<file path="config.mk">
export PLATFORM = sky130hd
export DESIGN_NAME = mmio_console_tx_flat
export DESIGN_NICKNAME = d
export VERILOG_FILES = /design/src/rtl/mmio_console_tx_pkg.sv /design/src/rtl/mmio_console_tx_if.sv /design/src/rtl/mmio_console_tx_sync_fifo.sv /design/src/rtl/mmio_console_tx.sv /design/src/flat_wrapper.sv
export SDC_FILE = /design/constraint.sdc
export NUM_CORES = 1
export LEC_CHECK = 0
export ABC_AREA = 1
export CAP_MARGIN = 15
export CORE_ASPECT_RATIO = 0.9
export CORE_MARGIN = 2
export CORE_UTILIZATION = 37
export DETAILED_ROUTE_END_ITERATION = 7
export GPL_TIMING_DRIVEN = 0
export MAX_ROUTING_LAYER = met4
export SLEW_MARGIN = 10
export SYNTH_ARGS = -nofsm -noshare
export SYNTH_HDL_FRONTEND = slang
export SYNTH_SLANG_ARGS = --single-unit
</file>
<file path="constraint.sdc">
create_clock -name clock -period 2.4 [get_ports clock]
set_input_delay 0.48 -clock clock [delete_from_list [all_inputs] [get_ports clock]]
set_output_delay 0.48 -clock clock [all_outputs]
set_load 0.1 [all_outputs]
</file>
<file path="src/rtl/mmio_console_tx_pkg.sv">
// Shared definitions for the memory-mapped console transmitter.
//   - register offsets decoded from addr_in[3:2]
//   - STATUS bit positions and the overflow-clear bit used on STATUS writes
//   - transmitter FSM state type
//   - status_word(): assembles the 32-bit STATUS read value
package mmio_console_tx_pkg;

    localparam logic [1:0] REG_TXDATA = 2'd0;
    localparam logic [1:0] REG_STATUS = 2'd1;

    localparam int unsigned ST_BIT_FULL    = 0;
    localparam int unsigned ST_BIT_EMPTY   = 1;
    localparam int unsigned ST_BIT_BUSY    = 2;
    localparam int unsigned ST_BIT_OVF     = 3;
    localparam int unsigned ST_CNT_LSB     = 4;
    localparam int unsigned ST_OVF_CLR_BIT = 4;

    typedef enum logic [1:0] {
        TX_IDLE  = 2'd0,
        TX_START = 2'd1,
        TX_DATA  = 2'd2,
        TX_STOP  = 2'd3
    } tx_state_e;

    function automatic logic [31:0] status_word(
        input logic [7:0] count,
        input logic       overflow,
        input logic       busy,
        input logic       empty,
        input logic       full
    );
        logic [31:0] w;
        w                     = '0;
        w[ST_CNT_LSB +: 8]    = count;
        w[ST_BIT_OVF]         = overflow;
        w[ST_BIT_BUSY]        = busy;
        w[ST_BIT_EMPTY]       = empty;
        w[ST_BIT_FULL]        = full;
        return w;
    endfunction

endpackage

</file>
<file path="src/rtl/mmio_console_tx_if.sv">
// Processor data-bus port, identical in shape to the data RAM port so the
// core's bus decode can drive both in parallel.
//   addr_in  [31:0] byte address       data_in [31:0] store data
//   size_in  [1:0]  access size        we_in / re_in  store / load strobes
//   data_out [31:0] load data (returned by the slave)
// Modports: master (core side), slave (peripheral side).
interface mmio_console_tx_if;

    logic [31:0] addr_in;
    logic [31:0] data_in;
    logic [1:0]  size_in;
    logic        we_in;
    logic        re_in;
    logic [31:0] data_out;

    modport master (
        output addr_in,
        output data_in,
        output size_in,
        output we_in,
        output re_in,
        input  data_out
    );

    modport slave (
        input  addr_in,
        input  data_in,
        input  size_in,
        input  we_in,
        input  re_in,
        output data_out
    );

endinterface

</file>
<file path="src/rtl/mmio_console_tx_sync_fifo.sv">
// Synchronous FIFO of 2**LOG entries of WIDTH bits.
//   clock, reset        system clock, synchronous active-high reset
//   push_i, wdata_i     enqueue request and data
//   pop_i, rdata_o      dequeue request; rdata_o shows the head combinationally
//   full_o, empty_o     occupancy flags
//   count_o [LOG:0]     number of stored entries
// A push while full is accepted when a pop happens in the same cycle.
// Pops on an empty FIFO are ignored.
module mmio_console_tx_sync_fifo #(
    parameter int unsigned WIDTH = 8,
    parameter int unsigned LOG   = 3
) (
    input  logic             clock,
    input  logic             reset,
    input  logic             push_i,
    input  logic [WIDTH-1:0] wdata_i,
    input  logic             pop_i,
    output logic [WIDTH-1:0] rdata_o,
    output logic             full_o,
    output logic             empty_o,
    output logic [LOG:0]     count_o
);

    localparam int unsigned DEPTH = 1 << LOG;

    logic [WIDTH-1:0] mem_q [DEPTH];
    logic [LOG-1:0]   wr_ptr_q, wr_ptr_d;
    logic [LOG-1:0]   rd_ptr_q, rd_ptr_d;
    logic [LOG:0]     count_q, count_d;
    logic             push_ok, pop_ok;

    assign full_o  = (count_q == (LOG+1)'(DEPTH));
    assign empty_o = (count_q == '0);
    assign count_o = count_q;
    assign rdata_o = mem_q[rd_ptr_q];

    assign pop_ok  = pop_i & ~empty_o;
    // When full, the slot being freed by a same-cycle pop is the one written.
    assign push_ok = push_i & (~full_o | pop_ok);

    always_comb begin
        wr_ptr_d = wr_ptr_q;
        rd_ptr_d = rd_ptr_q;
        count_d  = count_q;
        if (push_ok) begin
            wr_ptr_d = wr_ptr_q + 1'b1;
        end
        if (pop_ok) begin
            rd_ptr_d = rd_ptr_q + 1'b1;
        end
        case ({push_ok, pop_ok})
            2'b10:   count_d = count_q + 1'b1;
            2'b01:   count_d = count_q - 1'b1;
            default: count_d = count_q;
        endcase
    end

    always_ff @(posedge clock) begin
        if (reset) begin
            wr_ptr_q <= '0;
            rd_ptr_q <= '0;
            count_q  <= '0;
        end else begin
            wr_ptr_q <= wr_ptr_d;
            rd_ptr_q <= rd_ptr_d;
            count_q  <= count_d;
        end
    end

    always_ff @(posedge clock) begin
        if (push_ok) begin
            mem_q[wr_ptr_q] <= wdata_i;
        end
    end

endmodule

</file>
<file path="src/rtl/mmio_console_tx.sv">
// Memory-mapped console transmitter, peer of the data RAM on the core bus.
// Stores to TXDATA queue a character in a FIFO; an 8N1 UART FSM drains it.
//   clock  system clock           reset  synchronous, active-high
//   bus    data-bus slave port (addr/data/size/we/re in, data_out out)
//   tx     UART serial output, idle high
// Register map (addr_in[31:16] == IO_ADDR, register = addr_in[3:2]):
//   0x0 TXDATA  write: push data_in[7:0]
//   0x4 STATUS  read : {20'b0, count[7:0], overflow, busy, empty, full}
//               write: data_in[4]=1 clears sticky overflow
//   0x8/0xC     reserved, read 0, writes ignored
// Loads return on the falling edge, matching the data RAM timing.
module mmio_console_tx
    import mmio_console_tx_pkg::*;
#(
    parameter logic [15:0] IO_ADDR      = 16'hFFFF,
    parameter int unsigned CLKS_PER_BIT = 434,
    parameter int unsigned FIFO_LOG     = 3
) (
    input  logic                clock,
    input  logic                reset,
    mmio_console_tx_if.slave    bus,
    output logic                tx
);

    localparam int unsigned CNT_W = $clog2(CLKS_PER_BIT);
    localparam logic [CNT_W-1:0] CNT_LAST = CNT_W'(CLKS_PER_BIT - 1);

    // Bus decode
    logic       sel;
    logic [1:0] reg_idx;
    logic       wr_tx, wr_status, rd_status;

    assign sel       = (bus.addr_in[31:16] == IO_ADDR);
    assign reg_idx   = bus.addr_in[3:2];
    assign wr_tx     = bus.we_in & sel & (reg_idx == REG_TXDATA);
    assign wr_status = bus.we_in & sel & (reg_idx == REG_STATUS);
    assign rd_status = bus.re_in & sel & (reg_idx == REG_STATUS);

    // Access size, the upper data byte lanes and the byte offset do not
    // affect this block.
    logic unused_bits;
    assign unused_bits = ^{bus.size_in, bus.addr_in[15:4], bus.addr_in[1:0],
                           bus.data_in[31:8]};

    // FIFO
    logic              fifo_pop;
    logic [7:0]        fifo_rdata;
    logic              fifo_full, fifo_empty;
    logic [FIFO_LOG:0] fifo_count;

    mmio_console_tx_sync_fifo #(
        .WIDTH (8),
        .LOG   (FIFO_LOG)
    ) u_fifo (
        .clock   (clock),
        .reset   (reset),
        .push_i  (wr_tx),
        .wdata_i (bus.data_in[7:0]),
        .pop_i   (fifo_pop),
        .rdata_o (fifo_rdata),
        .full_o  (fifo_full),
        .empty_o (fifo_empty),
        .count_o (fifo_count)
    );

    // Sticky overflow: a dropped byte in the same cycle beats a clear.
    logic overflow_q, overflow_d;
    logic ovf_event;

    assign ovf_event = wr_tx & fifo_full & ~fifo_pop;

    always_comb begin
        overflow_d = overflow_q;
        if (ovf_event) begin
            overflow_d = 1'b1;
        end else if (wr_status && bus.data_in[ST_OVF_CLR_BIT]) begin
            overflow_d = 1'b0;
        end
    end

    // Transmit FSM and baud counter
    tx_state_e        state_q, state_d;
    logic [CNT_W-1:0] cnt_q, cnt_d;
    logic [2:0]       bit_idx_q, bit_idx_d;
    logic [7:0]       shift_q, shift_d;
    logic             tx_q, tx_d;
    logic             busy;

    assign busy = (state_q != TX_IDLE);

    always_comb begin
        state_d   = state_q;
        cnt_d     = cnt_q;
        bit_idx_d = bit_idx_q;
        shift_d   = shift_q;
        fifo_pop  = 1'b0;
        tx_d      = 1'b1;

        case (state_q)
            TX_IDLE: begin
                if (!fifo_empty) begin
                    fifo_pop = 1'b1;
                    shift_d  = fifo_rdata;
                    cnt_d    = '0;
                    state_d  = TX_START;
                end
            end
            TX_START: begin
                if (cnt_q == CNT_LAST) begin
                    cnt_d     = '0;
                    bit_idx_d = '0;
                    state_d   = TX_DATA;
                end else begin
                    cnt_d = cnt_q + 1'b1;
                end
            end
            TX_DATA: begin
                if (cnt_q == CNT_LAST) begin
                    cnt_d   = '0;
                    shift_d = shift_q >> 1;
                    if (bit_idx_q == 3'd7) begin
                        state_d = TX_STOP;
                    end else begin
                        bit_idx_d = bit_idx_q + 1'b1;
                    end
                end else begin
                    cnt_d = cnt_q + 1'b1;
                end
            end
            TX_STOP: begin
                if (cnt_q == CNT_LAST) begin
                    cnt_d   = '0;
                    state_d = TX_IDLE;
                end else begin
                    cnt_d = cnt_q + 1'b1;
                end
            end
            default: state_d = TX_IDLE;
        endcase

        // The line level is registered from the next state, so it changes on
        // the same edge as the state and never glitches between flops.
        case (state_d)
            TX_START: tx_d = 1'b0;
            TX_DATA:  tx_d = shift_d[0];
            default:  tx_d = 1'b1;
        endcase
    end

    always_ff @(posedge clock) begin
        if (reset) begin
            state_q    <= TX_IDLE;
            cnt_q      <= '0;
            bit_idx_q  <= '0;
            shift_q    <= '0;
            tx_q       <= 1'b1;
            overflow_q <= 1'b0;
        end else begin
            state_q    <= state_d;
            cnt_q      <= cnt_d;
            bit_idx_q  <= bit_idx_d;
            shift_q    <= shift_d;
            tx_q       <= tx_d;
            overflow_q <= overflow_d;
        end
    end

    assign tx = tx_q;

    // Load path on the falling edge, same half-cycle latency as the data RAM.
    logic [31:0] data_out_q;

    always_ff @(negedge clock) begin
        if (reset) begin
            data_out_q <= '0;
        end else if (rd_status) begin
            data_out_q <= status_word(8'(fifo_count), overflow_q, busy,
                                      fifo_empty, fifo_full);
        end else begin
            data_out_q <= '0;
        end
    end

    assign bus.data_out = data_out_q;

endmodule
</file>
<file path="src/flat_wrapper.sv">
// flat-port wrapper written by rule: the top's interface ports become plain ports
module mmio_console_tx_flat import mmio_console_tx_pkg::*;
#(
    parameter logic [15:0] IO_ADDR      = 16'hFFFF,
    parameter int unsigned CLKS_PER_BIT = 434,
    parameter int unsigned FIFO_LOG     = 3
)
  (clock, reset, tx, bus_addr_in, bus_data_in, bus_size_in, bus_we_in, bus_re_in, bus_data_out);
  mmio_console_tx_if bus_i ();
  input  logic clock;
  input  logic reset;
  output logic tx;
  input wire logic [$bits(bus_i.addr_in)-1:0] bus_addr_in;
  input wire logic [$bits(bus_i.data_in)-1:0] bus_data_in;
  input wire logic [$bits(bus_i.size_in)-1:0] bus_size_in;
  input wire logic [$bits(bus_i.we_in)-1:0] bus_we_in;
  input wire logic [$bits(bus_i.re_in)-1:0] bus_re_in;
  output wire logic [$bits(bus_i.data_out)-1:0] bus_data_out;
  assign bus_i.addr_in = bus_addr_in;
  assign bus_i.data_in = bus_data_in;
  assign bus_i.size_in = bus_size_in;
  assign bus_i.we_in = bus_we_in;
  assign bus_i.re_in = bus_re_in;
  assign bus_data_out = bus_i.data_out;
  mmio_console_tx #(.IO_ADDR(IO_ADDR), .CLKS_PER_BIT(CLKS_PER_BIT), .FIFO_LOG(FIFO_LOG)) u_core (.clock(clock), .reset(reset), .bus(bus_i), .tx(tx));
endmodule
</file>
Word-level counts from Yosys, hierarchy flattened
Memories as Yosys holds them, arrays and structs flattened. A register that Yosys moved wholly into a read port is not among the register bits.
Cells that the tools add are included.
{ "totals": {"inputBits": 70, "elab_cells": 88, "ram_bits": 64, "out_inout_bits": 33, "n_memories": 1, "regBits": 66} }
{ "op_classes": {"n_reduce_logical": 13, "muxes": 26, "bitwise_logic": 14, "addsub": 6, "n_eq_ne": 16} }
{ "memory_table": {"columns": ["memory", "words", "width", "read_ports", "rd_clocked_by_memory_dff", "wr", "line_no", "rtl"], "rows": [
  ["u_core.u_fifo.mem_q", 8, 8, 1, 1, 1, "mmio_console_tx_sync_fifo.sv:26", "logic [WIDTH-1:0] mem_q [DEPTH];"]
]} }
{ "ops": {"columns": ["cell", "count"], "rows": [
  ["$mux W9", 2],
  ["$pmux W9 S2", 1],
  ["$eq A16 B16 Y1 const B", 1],
  ["$mux W8", 2],
  ["$pmux W8 S2", 1],
  ["$mux W3", 5],
  ["$mux W2", 5],
  ["$reduce_bool A2 Y1", 5],
  ["$add A3 B1 Y3 const B", 3],
  ["$add A9 B1 Y9 const B", 1],
  ["$and A1 B1 Y1", 9],
  ["$eq A9 B9 Y1 const B", 1],
  ["$eq A2 B1 Y1 const B", 4],
  ["$eq A2 B2 Y1 const B", 4],
  ["$pmux W2 S4", 1],
  ["$pmux W4 S2", 1],
  ["$mux W1", 6],
  ["$pmux W3 S2", 1],
  ["$add A4 B1 Y4 const B", 1],
  ["$eq A4 B4 Y1 const B", 1],
  ["$logic_not A2 Y1", 2],
  ["$logic_not A4 Y1", 1],
  ["$ne A2 B1 Y1 const B", 2],
  ["$ne A2 B2 Y1 const B", 2],
  ["other kinds (10)", 13]
]} }

Logic depth before layout (Yosys ltp)
{ "logic_depth": {"depth_word": 8, "ltp_mapped": 15} }

Cells and area by module
Synthesis repeated with hierarchy kept, for this count alone.
{ "unflattened": {"cells_unflattened": 529, "hier_area_um2": 4984.8} }
{ "modules_own_cells": {"columns": ["module", "cells_each", "area_per_inst_um2", "instances"], "rows": [
  ["mmio_console_tx_sync_fifo", 259, 3211.8, 1],
  ["mmio_console_tx", 270, 1773.0, 1]
]} }

==> impl_metrics.yaml <==
place:
  place_area_sq_mm: 0.005579
  pre_cts_ws_ns: -0.7345
  place_hpwl_mm: 7.400
  place_inst: 710
  port_buffers: 38
  finalWeightedCongestion: 0.7780
worst_setup_path:
  crit_fanout: 1
  crit-reg2reg-launch: "u_core.u_fifo.count_o[1]"
  worstReg2RegEnd: "u_core.u_fifo.count_o[3]"
  critPathArrivalTime_ns: 2.10
  slowest_stage: "dfxtp_2"
  worst_setup_path_start_kind: "register"
  critPathRequiredTime_ns: 1.92
  critical_path_class: "register to primary output"
  critical_path_buf_inv_count: 1
  crit_chain: "buf_12"
  slowest_delay_ns: 0.34
  reg2reg_depth: 14
  reg2reg_setup_slack_ns: 0.23
  critPathCaptureType: "primary output"
  critPathTopFamily: "flip-flops"
synth:
  seq_area_frac_synth_pct: 58.43
  syn_inst: 482
  synthDistinctLibCells: 41
  yosys_warnings: 0
  syn_area_per_cell_sq_um: 10.02
  synth_top_area_share_pct: 39.78
  synth_area_sq_mm: 0.004831
  synth-seq-cells: 109
  ys_top_cells_by_area: "edfxtp_1 (40%), dfxtp_1 (19%), nor2_1 (5.7%)"
  synth.largest_area_cell: "edfxtp_1"
routing:
  drt-total-wl_mm: 10.75
  drtIter0Drc: 228
  via_count: 3584
  via_per_inst: 4.876
  drtAntennaViolNets: 0
  drtPass1Iterations: 4
  wl_per_cell_microns: 14.63
  drc: 0
power_and_ir_drop:
  netSwitchingFraction_pct: 38.30
  power_mw: 5.817
  p_int_mw: 3.589
  leakagePower_nw: 2.320
  vdd_drop_max_mv: 0.5042
  combPwrFrac_pct: 35.0
  p_seq_share_pct: 38.6
  p_switching_mw: 2.228
  clockPowerShare_pct: 26.3
  power.density_mw_per_mm2: 960.4
global_routing:
  grtUsageTotal_pct: 16.31
  antenna_found_initial: 0
  grt_max_degree: 20
  grt_pass1_wl_mm: 17.42
  grt_pass1_vias: 3439
  grt_remaining_overflow: 0
timing:
  skew_ns: 0.05757
  fin_hold_ws_ns: 0.4725
  rsz0062_at_grt: "yes"
  setup-violations-final: 8
  hold_violations: 0
  setup_ws_ns: -0.1830
  slew_violations: 0
  finalSetupTns_ns: -1.389
  max_slew.worst_pin.slew_ns: 0.9564
  slew_headroom_pct: 36.04
layout:
  fin_area_sq_mm: 0.006057
  utilization_pct: 47.56
  final_nets: 645
  diodes: 0
  fillers: 1161
  area_delta_synth_final_pct: 25.38
  drive_gt1_share_pct: 21.19
  stdcell_count: 735
floorplan:
  die_w_microns: 124.4
  die_area_sq_mm: 0.01399
  coreArea_sq_mm: 0.01274
  ios: 103
  start_util_pct: 37.93
  die_h_microns: 112.4
  rows: 39
hold_path:
  min_to: "u_core.bit_idx_q[2]"
  hold_start: "u_core.bit_idx_q[2]"
  hp-class: "register to register"
  hold_depth: 2
clocking:
  tritoncts: "done"
  holdBufCountCts: 0
  clk_pin_slew_ns: 0.07
  clkLatencyLatePin_ns: 0.40
  cts.sinks: 109
  numCtsBuffers: 9
  htreeDepth: 3
  root_buffer: "clkbuf_16"
  clockBufferDepth: 2
outcome:
  violations: "setup timing"
  outcome: "complete, but fails checks"
run:
  drv_cap: 0
synthesized netlist by cell type (all sizes together):
cell type	number
nor2	82
edfxtp	64
nand2	64
o21ai	46
dfxtp	45
inv	39
buf	33
a21oi	21
nand3	16
nor3	13
o211ai	13
ha	8
a31oi	7
clkbuf	5
nand4	5
a211oi	4
o22ai	4
and3	2
o221ai	2
a22oi	1
clkinv	1
conb	1
fa	1
o21bai	1
o22a	1
or2	1
xnor2	1
xor2	1
cells in the final DEF, fill, tap and decap left out, drive strengths merged, types with 16 or more instances in the layout:
cell type	netlist	final
a21oi	21	21
buf	33	46
clkbuf	5	16
conb	1	24
dfxtp	45	45
dlygate4sd2	0	16
edfxtp	64	64
inv	39	50
nand2	64	64
nand3	16	16
nor2	82	82
o21ai	46	46
power groups by stage:
stage | sequential [mW] | combinational (mW) | clock [mW]
floorplan | 2.30 | 1.49 | 0.0231
global placement | 2.28 | 1.97 | 0.0231
detailed placement | 2.28 | 2.01 | 0.0231
CTS | 2.25 | 2.01 | 1.56
global route | 2.27 | 2.25 | 1.66
finish | 2.25 | 2.04 | 1.53
area by class of cell:
| class | instances | area, sq um | share of cell area (%) |
|---|---|---|---|
| inverters | 39 | 152.6 | 2.520 |
| repair buffers | 43 | 500.5 | 8.263 |
| plain buffers | 38 | 251.5 | 4.152 |
| clock buffers | 11 | 254.0 | 4.193 |
| well taps | 164 | 205.2 | 3.388 |
| flip-flops and latches | 109 | 2833 | 46.77 |
| multi-input cells | 318 | 1787 | 29.50 |
| clock inverters | 13 | 73.82 | 1.219 |
cell families after synthesis:
group,synth area share [%]
and+or+nand+nor,18.10
DFF,58.43
AOI/OAI and AO/OA,12.10
buffers and inverters,8.443
adders and majority gates,2.487
xor gates and xnor gates,0.3627
other,0.07763
worst max path at each step:
stage | startpoint | end | slack (ns) | cells after the start
4_1_cts | u_core.bus.data_out[5] | bus_data_out[5] | -0.19 | 1
3_3_place_gp | bus_addr_in[17] | u_core.u_fifo.mem_q[0][5] | -1.05 | 9
3_5_place_dp | bus_addr_in[17] | u_core.bus.data_out[7] | -0.73 | 7
2_1_floorplan | bus_addr_in[17] | u_core.bus.data_out[0] | -0.09 | 6
5_1_grt | u_core.bus.data_out[2] | bus_data_out[2] | -0.23 | 1
6_report | u_core.bus.data_out[7] | bus_data_out[7] | -0.18 | 1
sequential cells by signal, summed over array words and instances (netlist names), named ones only:
| name | cells |
|---|---|
| u_core.shift_q | 8 |
| u_core.bus.data_out | 8 |
| u_core.overflow_q | 1 |
| u_core.u_fifo.wr_ptr_q | 3 |
| u_core.tx | 1 |
| u_core.state_q | 2 |
| u_core.bit_idx_q | 3 |
| u_core.u_fifo.rd_ptr_q | 3 |
| u_core.cnt_q | 9 |
| u_core.u_fifo.count_o | 4 |
| u_core.u_fifo.mem_q | 64 |
timing repair:
action / CTS / global route
pin swaps: 16 / 1
gates resized for setup: 97 / 7
endpoints found under the setup margin: 62 / 22
setup buffers: 2 / 0
metal layers:
metal | share of wire (%) | GRT usage (%)
met5 | 0 | -
met4 | 0.71 | 4.419
met3 | 3.6 | 3.098
met2 | 50 | 27.54
met1 | 46 | 20.23
Note: power is estimated with default switching activity, not from simulation.
